**config.mk**
```make
export PLATFORM = sky130hd
export DESIGN_NAME = multi_button_debouncer
export DESIGN_NICKNAME = d
export VERILOG_FILES = /design/src/rtl/btn_debounce_pkg.sv /design/src/rtl/debounce_channel.sv /design/src/rtl/multi_button_debouncer.sv
export SDC_FILE = /design/constraint.sdc
export NUM_CORES = 1
export LEC_CHECK = 0
export ABC_AREA = 1
export BUFFER_PORTS_ARGS = -buffer_cell sky130_fd_sc_hd__buf_2
export CAP_MARGIN = 25
export CORE_ASPECT_RATIO = 0.5
export CORE_MARGIN = 2
export CORE_UTILIZATION = 40
export CTS_BUF_LIST = sky130_fd_sc_hd__clkbuf_2
export DETAILED_ROUTE_END_ITERATION = 10
export GPL_TIMING_DRIVEN = 0
export PLACE_DENSITY = 0.58
export SETUP_SLACK_MARGIN = 0.2
export SYNTH_ARGS = -nofsm -noshare
export SYNTH_HDL_FRONTEND = slang
export SYNTH_SLANG_ARGS = --single-unit
```
**constraint.sdc**
```tcl
create_clock -name clk -period 3.8 [get_ports clk]
set_input_delay 0.76 -clock clk [delete_from_list [all_inputs] [get_ports clk]]
set_output_delay 0.76 -clock clk [all_outputs]
set_load 0.005 [all_outputs]
```
**src/rtl/btn_debounce_pkg.sv**
```systemverilog
// Shared constants and width helpers for the multi-channel button debouncer.
// Latency: none (package only).
// Backpressure: none (package only).
package btn_debounce_pkg;

    // Depth of the reset-release synchroniser in the top level.
    localparam int RST_SYNC_STAGES = 2;

    // Clock cycles per 1 ms tick.
    function automatic int tick_div(input int clk_freq);
        return clk_freq / 1000;
    endfunction

    // Bits needed to hold values 0..max_val; never narrower than one bit.
    function automatic int cnt_width(input int max_val);
        return (max_val < 1) ? 1 : $clog2(max_val + 1);
    endfunction

endpackage

```
**src/rtl/debounce_channel.sv**
```systemverilog
// One debounce channel: synchroniser, tick-based stability filter, press/release/long-press pulses.
// Latency: SYNC_STAGES cycles of sync, then DEBOUNCE_MS ticks of stable input before acceptance.
// Backpressure: none; event pulses are single-cycle and unconditional.
//   clk, rst_n      : clock and asynchronous active-low reset
//   raw, tick       : raw button bit and shared 1 ms tick
//   level           : debounced level (1 = pressed)
//   press_pulse / release_pulse / long_pulse : single-cycle events
module debounce_channel
    import btn_debounce_pkg::*;
#(
    parameter int DEBOUNCE_MS   = 10,
    parameter int LONG_PRESS_MS = 1000,
    parameter int SYNC_STAGES   = 2,
    parameter int ACTIVE_LOW    = 0
) (
    input  logic clk,
    input  logic rst_n,
    input  logic raw,
    input  logic tick,
    output logic level,
    output logic press_pulse,
    output logic release_pulse,
    output logic long_pulse
);

    localparam int   CW  = cnt_width(DEBOUNCE_MS);
    localparam logic INV = (ACTIVE_LOW != 0);

    logic [SYNC_STAGES-1:0] sync;
    logic                   s;
    logic [CW-1:0]          cnt;
    logic                   accept;

    // Polarity is normalised before the first flop so everything downstream is active-high.
    always_ff @(posedge clk or negedge rst_n) begin
        if (!rst_n) begin
            sync <= '0;
        end else begin
            sync <= {sync[SYNC_STAGES-2:0], raw ^ INV};
        end
    end

    assign s = sync[SYNC_STAGES-1];

    // Acceptance needs DEBOUNCE_MS ticks while s differs from the current level.
    assign accept = (s != level) && tick && (cnt == CW'(DEBOUNCE_MS - 1));

    always_ff @(posedge clk or negedge rst_n) begin
        if (!rst_n) begin
            cnt           <= '0;
            level         <= 1'b0;
            press_pulse   <= 1'b0;
            release_pulse <= 1'b0;
        end else begin
            // Pulses are registered alongside level so they line up with its first new cycle.
            press_pulse   <= accept && s;
            release_pulse <= accept && !s;
            // Agreement with the current level wins over a coincident tick.
            if (s == level) begin
                cnt <= '0;
            end else if (accept) begin
                level <= s;
                cnt   <= '0;
            end else if (tick) begin
                cnt <= cnt + 1'b1;
            end
        end
    end

    generate
        if (LONG_PRESS_MS > 0) begin : g_long
            localparam int HW = cnt_width(LONG_PRESS_MS);
            logic [HW-1:0] hold;

            // hold saturates at LONG_PRESS_MS, so the pulse fires once per press.
            always_ff @(posedge clk or negedge rst_n) begin
                if (!rst_n) begin
                    hold       <= '0;
                    long_pulse <= 1'b0;
                end else begin
                    long_pulse <= 1'b0;
                    if (!level) begin
                        hold <= '0;
                    end else if (tick && (hold != HW'(LONG_PRESS_MS))) begin
                        hold       <= hold + 1'b1;
                        long_pulse <= (hold == HW'(LONG_PRESS_MS - 1));
                    end
                end
            end
        end else begin : g_no_long
            assign long_pulse = 1'b0;
        end
    endgenerate

endmodule

```
**src/rtl/multi_button_debouncer.sv**
```systemverilog
// N-channel button debouncer sharing one 1 ms tick prescaler across all channels.
// Latency: SYNC_STAGES + ((DEBOUNCE_MS-1)*TICK_DIV+1 .. DEBOUNCE_MS*TICK_DIV) cycles per accepted edge.
// Backpressure: none; outputs are levels and single-cycle pulses.
//   clk, rst_n  : clock and asynchronous active-low reset (release is synchronised internally)
//   btn_in      : raw asynchronous button inputs
//   btn_state   : debounced levels; btn_press / btn_release / btn_long : single-cycle events
module multi_button_debouncer
    import btn_debounce_pkg::*;
#(
    parameter int NUM_BTNS      = 4,
    parameter int CLK_FREQ      = 50_000_000,
    parameter int DEBOUNCE_MS   = 10,
    parameter int LONG_PRESS_MS = 1000,
    parameter int SYNC_STAGES   = 2,
    parameter int ACTIVE_LOW    = 0
) (
    input  logic                clk,
    input  logic                rst_n,
    input  logic [NUM_BTNS-1:0] btn_in,
    output logic [NUM_BTNS-1:0] btn_state,
    output logic [NUM_BTNS-1:0] btn_press,
    output logic [NUM_BTNS-1:0] btn_release,
    output logic [NUM_BTNS-1:0] btn_long
);

    localparam int TICK_DIV = tick_div(CLK_FREQ);
    localparam int PW       = cnt_width(TICK_DIV - 1);

    generate
        if (CLK_FREQ < 1000)  begin : g_err_clk  $error("CLK_FREQ must be >= 1000");  end
        if (DEBOUNCE_MS < 1)  begin : g_err_deb  $error("DEBOUNCE_MS must be >= 1");  end
        if (SYNC_STAGES < 2)  begin : g_err_sync $error("SYNC_STAGES must be >= 2");  end
        if (NUM_BTNS < 1)     begin : g_err_num  $error("NUM_BTNS must be >= 1");     end
    endgenerate

    // Reset asserts asynchronously everywhere but releases on a clock edge.
    logic [RST_SYNC_STAGES-1:0] rst_pipe;
    logic                       rst_core_n;

    always_ff @(posedge clk or negedge rst_n) begin
        if (!rst_n) begin
            rst_pipe <= '0;
        end else begin
            rst_pipe <= {rst_pipe[RST_SYNC_STAGES-2:0], 1'b1};
        end
    end

    assign rst_core_n = rst_pipe[RST_SYNC_STAGES-1];

    // Shared prescaler: tick is high on the last count before the wrap.
    logic [PW-1:0] pre_cnt;
    logic          tick;

    assign tick = (pre_cnt == PW'(TICK_DIV - 1));

    always_ff @(posedge clk or negedge rst_core_n) begin
        if (!rst_core_n) begin
            pre_cnt <= '0;
        end else if (tick) begin
            pre_cnt <= '0;
        end else begin
            pre_cnt <= pre_cnt + 1'b1;
        end
    end

    generate
        for (genvar i = 0; i < NUM_BTNS; i++) begin : g_ch
            debounce_channel #(
                .DEBOUNCE_MS  (DEBOUNCE_MS),
                .LONG_PRESS_MS(LONG_PRESS_MS),
                .SYNC_STAGES  (SYNC_STAGES),
                .ACTIVE_LOW   (ACTIVE_LOW)
            ) u_ch (
                .clk          (clk),
                .rst_n        (rst_core_n),
                .raw          (btn_in[i]),
                .tick         (tick),
                .level        (btn_state[i]),
                .press_pulse  (btn_press[i]),
                .release_pulse(btn_release[i]),
                .long_pulse   (btn_long[i])
            );
        end
    endgenerate

endmodule

```
Yosys cells after proc, flatten, opt, wreduce, memory -nomap -nowiden
Cells that the tools add are included.

Bits in registers: 98. Input port bits: 6. Word-level logic and storage cells: 129.

Add/sub/neg operators: 9. Eq/ne operators: 25. Multiplexer cells: 29. Bitwise logic cells: 4. Reductions and logical operators: 32.

Operators by type and width (count): 10-bit 2-to-1 mux (8); 4-bit 2-to-1 mux (12); 10-bit by 1-bit adder with 10-bit output, second input constant (4); 10-bit == test, second input constant (4); 10-bit inequality test, second input constant (4); 1-bit logical AND (20); 16-bit by 1-bit adder with 16-bit output, second input constant (1); 4-bit by 1-bit adder with 4-bit output, second input constant (4); 16-bit == test, second input constant (1); 4-bit == test, second input constant (4); 16-bit 2-to-1 mux (1); 3-bit nonzero test (4); 1-bit 2-to-1 mux (8); 2-bit inequality test, second input constant (4); 2-bit AND reduction (4); 1-bit == test (4); 1-bit zero test (4); 1-bit inequality test (4); 1-bit inverter (4).

Depth between registers and ports, before layout
Depth in word-level cells: 5. Gate-level depth with buffers: 9.

Modules after synthesis
Synthesis repeated with hierarchy kept, for this count alone.

Cells, all modules: 635. Area total of the unflattened synthesis: 5231.3 µm².

By module, submodules not included: debounce_channel (g_ch[1].u_ch ...) (instances 2, cells an instance 127, area an instance 1074.8 µm²); debounce_channel (g_ch[2].u_ch) (instances 1, cells an instance 130, area an instance 1089.8 µm²); debounce_channel (g_ch[0].u_ch) (instances 1, cells an instance 127, area an instance 1061.0 µm²); multi_button_debouncer (instances 1, cells an instance 124, area an instance 930.9 µm²).

Worst setup path after synthesis
OpenSTA, ideal clock, no wires.

Kind: register to register. Start: register pre_cnt[0]. End: register g_ch[3].u_ch.level. Library setup time: 0.117 ns. Arrival time: 1.357 ns. Required time: 3.683 ns. Slack: 2.326 ns. Stages on the path, launching flop included: 10. Path buffers: 1. Clock period less this slack: 1.474 ns. Path through: dfrtp_1 > ha_1 > nand2_2 > nor2_8 > nand3_1 > nor2_2 > buf_6 > nand3_1 > nand2_1 > nand2_1.

Longest elaborated chain between the ends: 4.

Ends and longest elaborated chain: from (decl) (line multi_button_debouncer.sv:51) `logic [PW-1:0] pre_cnt;`; from (signal assigned) (line multi_button_debouncer.sv:62) `pre_cnt <= pre_cnt + 1'b1;`; 16-bit == test (line multi_button_debouncer.sv:54) `assign tick = (pre_cnt == PW'(TICK_DIV - 1));`; 1-bit logical AND (2 in a row) (line debounce_channel.sv:46) `assign accept = (s != level) && tick && (cnt == CW'(DEBOUNCE_MS - 1));`; 2-bit AND reduction (no line); to (signal assigned) (line debounce_channel.sv:62) `level <= s;`; to (decl) (line debounce_channel.sv:20) `output logic level,`.

Every way passes these cells. A chain may end at the register's enable or synchronous reset.

Worst setup path after layout
Start: register g_ch[3].u_ch.level. End: output port btn_state[3].

RTL lines: to (decl) (line multi_button_debouncer.sv:20) `output logic [NUM_BTNS-1:0] btn_state,`.

No word-level cell between the ends.

==> out/summary.txt <==
====================================================================================
Run status                                                              complete, no violations
Count of endpoints failing hold in the final timing report                         0
Number of H-tree branching levels                                                  3
Hold crit path type                                                     input port to register
MaxCap Viol Count                                                                  0
Worst slew slack as a fraction of its limit                                    57.2%
Post-route clock period utilization                                            54.5%
Setup_tns                                                                       0 ns
Clock tree from TritonCTS                                                       done
Data arrival at the endpoint of the critical path                            1.31 ns
CTS buffer count                                                                   9
Critical path capture point type                                          output pin
Count of inserted antenna diode cells                                              0
Cell Pwr Density                                                         257 mW/mm^2
FP Rows                                                                           30
Clock Root Buffer                                                       sky130_fd_sc_hd__clkbuf_2
Share of post-route cells with drive strength above 1                          10.4%
Antenna Violating Nets Remaining                                                   0
Number of antenna violations at the first check in global routing                  0
Net count after synthesis                                                        790
Number of sinks on the clock net                                                  98
Min Tclk post-route                                                          2.07 ns
Setup violations, final                                                            0
Peak Freq                                                                  0.483 GHz
Total number of vias                                                            4733
Count of state elements after synthesis                                           98
Kind of launch point of the worst setup path                                register
Fill cell count                                                                 1397
Final slew viol count                                                              0
DPL Wire Length                                                              8.32 mm
Port-buffer cells                                                                 21
Primary FF master, synth                                                sky130_fd_sc_hd__dfrtp_1
Number of standard cells after synthesis                                         767
Leakage Power                                                                3.29 nW
Highest net fanout along the worst path                                            3
RSZ-0062 raised after global routing                                              no
Worst Hold Slack                                                            0.275 ns
Final weighted congestion in routability-driven placement                      0.873
Maximum resistive drop on vdd                                               0.118 mV
Floorplan core area                                                     0.0138 sq mm
I/O pin count                                                                     22
Largest area contributor in the synthesized netlist                     sky130_fd_sc_hd__dfrtp_1
Leading cell type by number of instances after synthesis                sky130_fd_sc_hd__nand2_1
EDFF count, synth                                                                  0
All-Layer GR Usage                                                             16.5%
Die height                                                              88.6 microns
Distinct cells, synth                                                             30
Die W                                                                    173 microns
Global-route wire length before repair                                       20.6 mm
Most common library cells after synthesis                               209 x sky130_fd_sc_hd__nand2_1, 111 x sky130_fd_sc_hd__nand3_1, 101 x sky130_fd_sc_hd__nor2_1, 98 x sky130_fd_sc_hd__dfrtp_1, 94 x sky130_fd_sc_hd__inv_1
Setup bufs post-CTS                                                                0
Initial Utilization                                                            41.6%
Total standard cell area after synthesis                                0.00572 sq mm
Total number of yosys warnings                                                     0
DRC                                                                                0
Area contributors post-synth                                            sky130_fd_sc_hd__dfrtp_1 43%, sky130_fd_sc_hd__nand2_1 14%, sky130_fd_sc_hd__nand3_1 9.7%, sky130_fd_sc_hd__nor2_1 6.6%, sky130_fd_sc_hd__inv_1 6.2%
CTS clock-pin slew for the worst setup and hold paths                        0.28 ns
Vias in the first global route                                                  4413
WL final                                                                     11.7 mm
Post-DR vias/cell                                                               4.74
Length of the first detailed-routing pass in iterations                            5
Area Growth Syn to Fin                                                         8.63%
Syn_area_per_cell                                                         7.46 sq um
First-iteration detailed-routing DRC count                                       330
Area enclosed by the die boundary                                       0.0153 sq mm
Number of nets in the layout                                                     824
Share of flip-flops with an asynchronous set or reset after synthesis           100%
Worst setup skew after layout                                              0.0381 ns
Bufs on Longest Clock Path                                                         2
Post-detailed-route wirelength per cell                                 11.7 microns
Overflow after GRT                                                                 0
Worst setup path class                                                  register to output pin
Later-pin clock latency in the skew report                                   0.58 ns
Worst path required time                                                     3.04 ns
Pin count of the biggest net entering global routing                              60
Slew at the pin closest to its max-slew limit                               0.637 ns
Area share of the largest cell type after synthesis                            42.8%
Sequential share of the synthesized area                                       42.8%
====================================================================================
## state kept, by name, indices dropped and copies added (netlist names)
register,cells
g_ch.u_ch.release_pulse,4
g_ch.u_ch.g_long.hold,40
g_ch.u_ch.sync,8
g_ch.u_ch.press_pulse,4
rst_pipe,2
g_ch.u_ch.level,4
g_ch.u_ch.cnt,16
g_ch.u_ch.long_pulse,4
pre_cnt,16
## cells in the final DEF (no fill, tap or decap), types with 2 or more instances in the layout
master	synthesis	final
sky130_fd_sc_hd__nand2_1	209	209
sky130_fd_sc_hd__nand3_1	111	111
sky130_fd_sc_hd__a21oi_1	3	3
sky130_fd_sc_hd__nor2_8	2	2
sky130_fd_sc_hd__dfrtp_1	98	97
sky130_fd_sc_hd__o21ai_0	6	6
sky130_fd_sc_hd__nor2_2	4	4
sky130_fd_sc_hd__buf_4	17	17
sky130_fd_sc_hd__clkinvlp_4	0	2
sky130_fd_sc_hd__inv_2	3	3
sky130_fd_sc_hd__nand2_2	4	4
sky130_fd_sc_hd__ha_1	17	17
sky130_fd_sc_hd__xor2_1	25	25
sky130_fd_sc_hd__clkbuf_1	3	3
sky130_fd_sc_hd__xnor2_1	7	7
sky130_fd_sc_hd__clkinv_1	0	2
sky130_fd_sc_hd__nand3_2	4	4
sky130_fd_sc_hd__nor3_1	12	12
sky130_fd_sc_hd__o21bai_1	3	3
sky130_fd_sc_hd__inv_1	94	94
sky130_fd_sc_hd__nand4_1	24	24
sky130_fd_sc_hd__buf_6	5	5
sky130_fd_sc_hd__buf_1	3	3
sky130_fd_sc_hd__nor2_1	101	101
sky130_fd_sc_hd__buf_2	5	26
sky130_fd_sc_hd__clkbuf_2	0	10
## what timing repair did
| action | 4_1_cts | 5_1_grt |
|---|---|---|
| gates resized for setup | 0 | 0 |
| hold endpoints to repair | 2 | 0 |
| hold buffers | 1 | 0 |
## per-layer routing
metal / track usage, % / part of all wire (%) / up-vias
met2: 27.2 / 45 / 47
met3: 3.69 / 2.6 / 11
met1: 22.4 / 51 / 2210
met5: 0 / 0 / -
li1: - / - / 2465
met4: 4.31 / 0.93 / 0
## layout make-up
| class | instances | area, sq um | share of cell area (%) |
|---|---|---|---|
| Inverter | 97 | 364 | 5.86 |
| Buffer | 33 | 231 | 3.72 |
| Clock inverter | 6 | 57.6 | 0.926 |
| Sequential cell | 98 | 2460 | 39.5 |
| Multi-Input combinational cell | 539 | 2680 | 43.0 |
| Timing Repair Buffer | 23 | 143 | 2.29 |
| Tap cell | 192 | 240 | 3.86 |
| Clock buffer | 10 | 50.0 | 0.805 |
## path summary, 6_finish.rpt
check                              startpoint                          to  slack [ns]  cells after the start
max reg2reg                        pre_cnt[0]  g_ch[0].u_ch.release_pulse        2.03                      7
max                        g_ch[3].u_ch.level                btn_state[3]        1.73                      2
min in group asynchronous         rst_pipe[1]                 pre_cnt[12]        0.32                      0
max in group asynchronous         rst_pipe[1]          g_ch[2].u_ch.level        2.77                      1
min                                 btn_in[0]        g_ch[0].u_ch.sync[0]        0.27                      1
min reg2reg                       rst_pipe[1]                 pre_cnt[12]        0.32                      0
## per-stage QoR
step / total power [mW] / setup WS (ns) / std cells / cell area [sq um] / util (%)
after floorplan: 1.09 / 0.868 / 767 / 5720 / -
after global placement: 1.10 / -0.399 / 980 / 6070 / 44.1
after detailed placement: 1.11 / 1.98 / 981 / 6100 / 44.3
after CTS: 1.63 / 1.66 / 998 / 6220 / 45.1
after global routing: 1.67 / 1.59 / 998 / 6220 / 45.1
final: 1.60 / 1.73 / 998 / 6220 / 45.1
## cells by family (layout without fill, tap and decap cells)
logic type	count (synthesis)	count (layout)	share of synthesized area [%]
AND/OR/NAND/NOR	476	476	36.8
buffers and inverters	130	169	10.4
flip-flops	98	98	42.8
XOR/XNOR	32	32	4.90
adder cells (fa/ha/maj)	17	17	3.72
AO/OA/AOI/OAI	13	13	1.31
other	1	1	0.0655
## where the power goes
part	internal, mW	leakage, nW	switching (mW)
sequential	1.05	1.34	0.0120
combinational	0.00802	1.90	0.0193
clock	0.148	0.0630	0.358
total	1.21	3.29	0.389
## worst max-delay path, cell delays in order (launching register included)
cell and delay, ns:
sky130_fd_sc_hd__dfrtp_1 0.48, sky130_fd_sc_hd__buf_4 0.14, sky130_fd_sc_hd__buf_2 0.11
(Power assumes the default switching activity.)
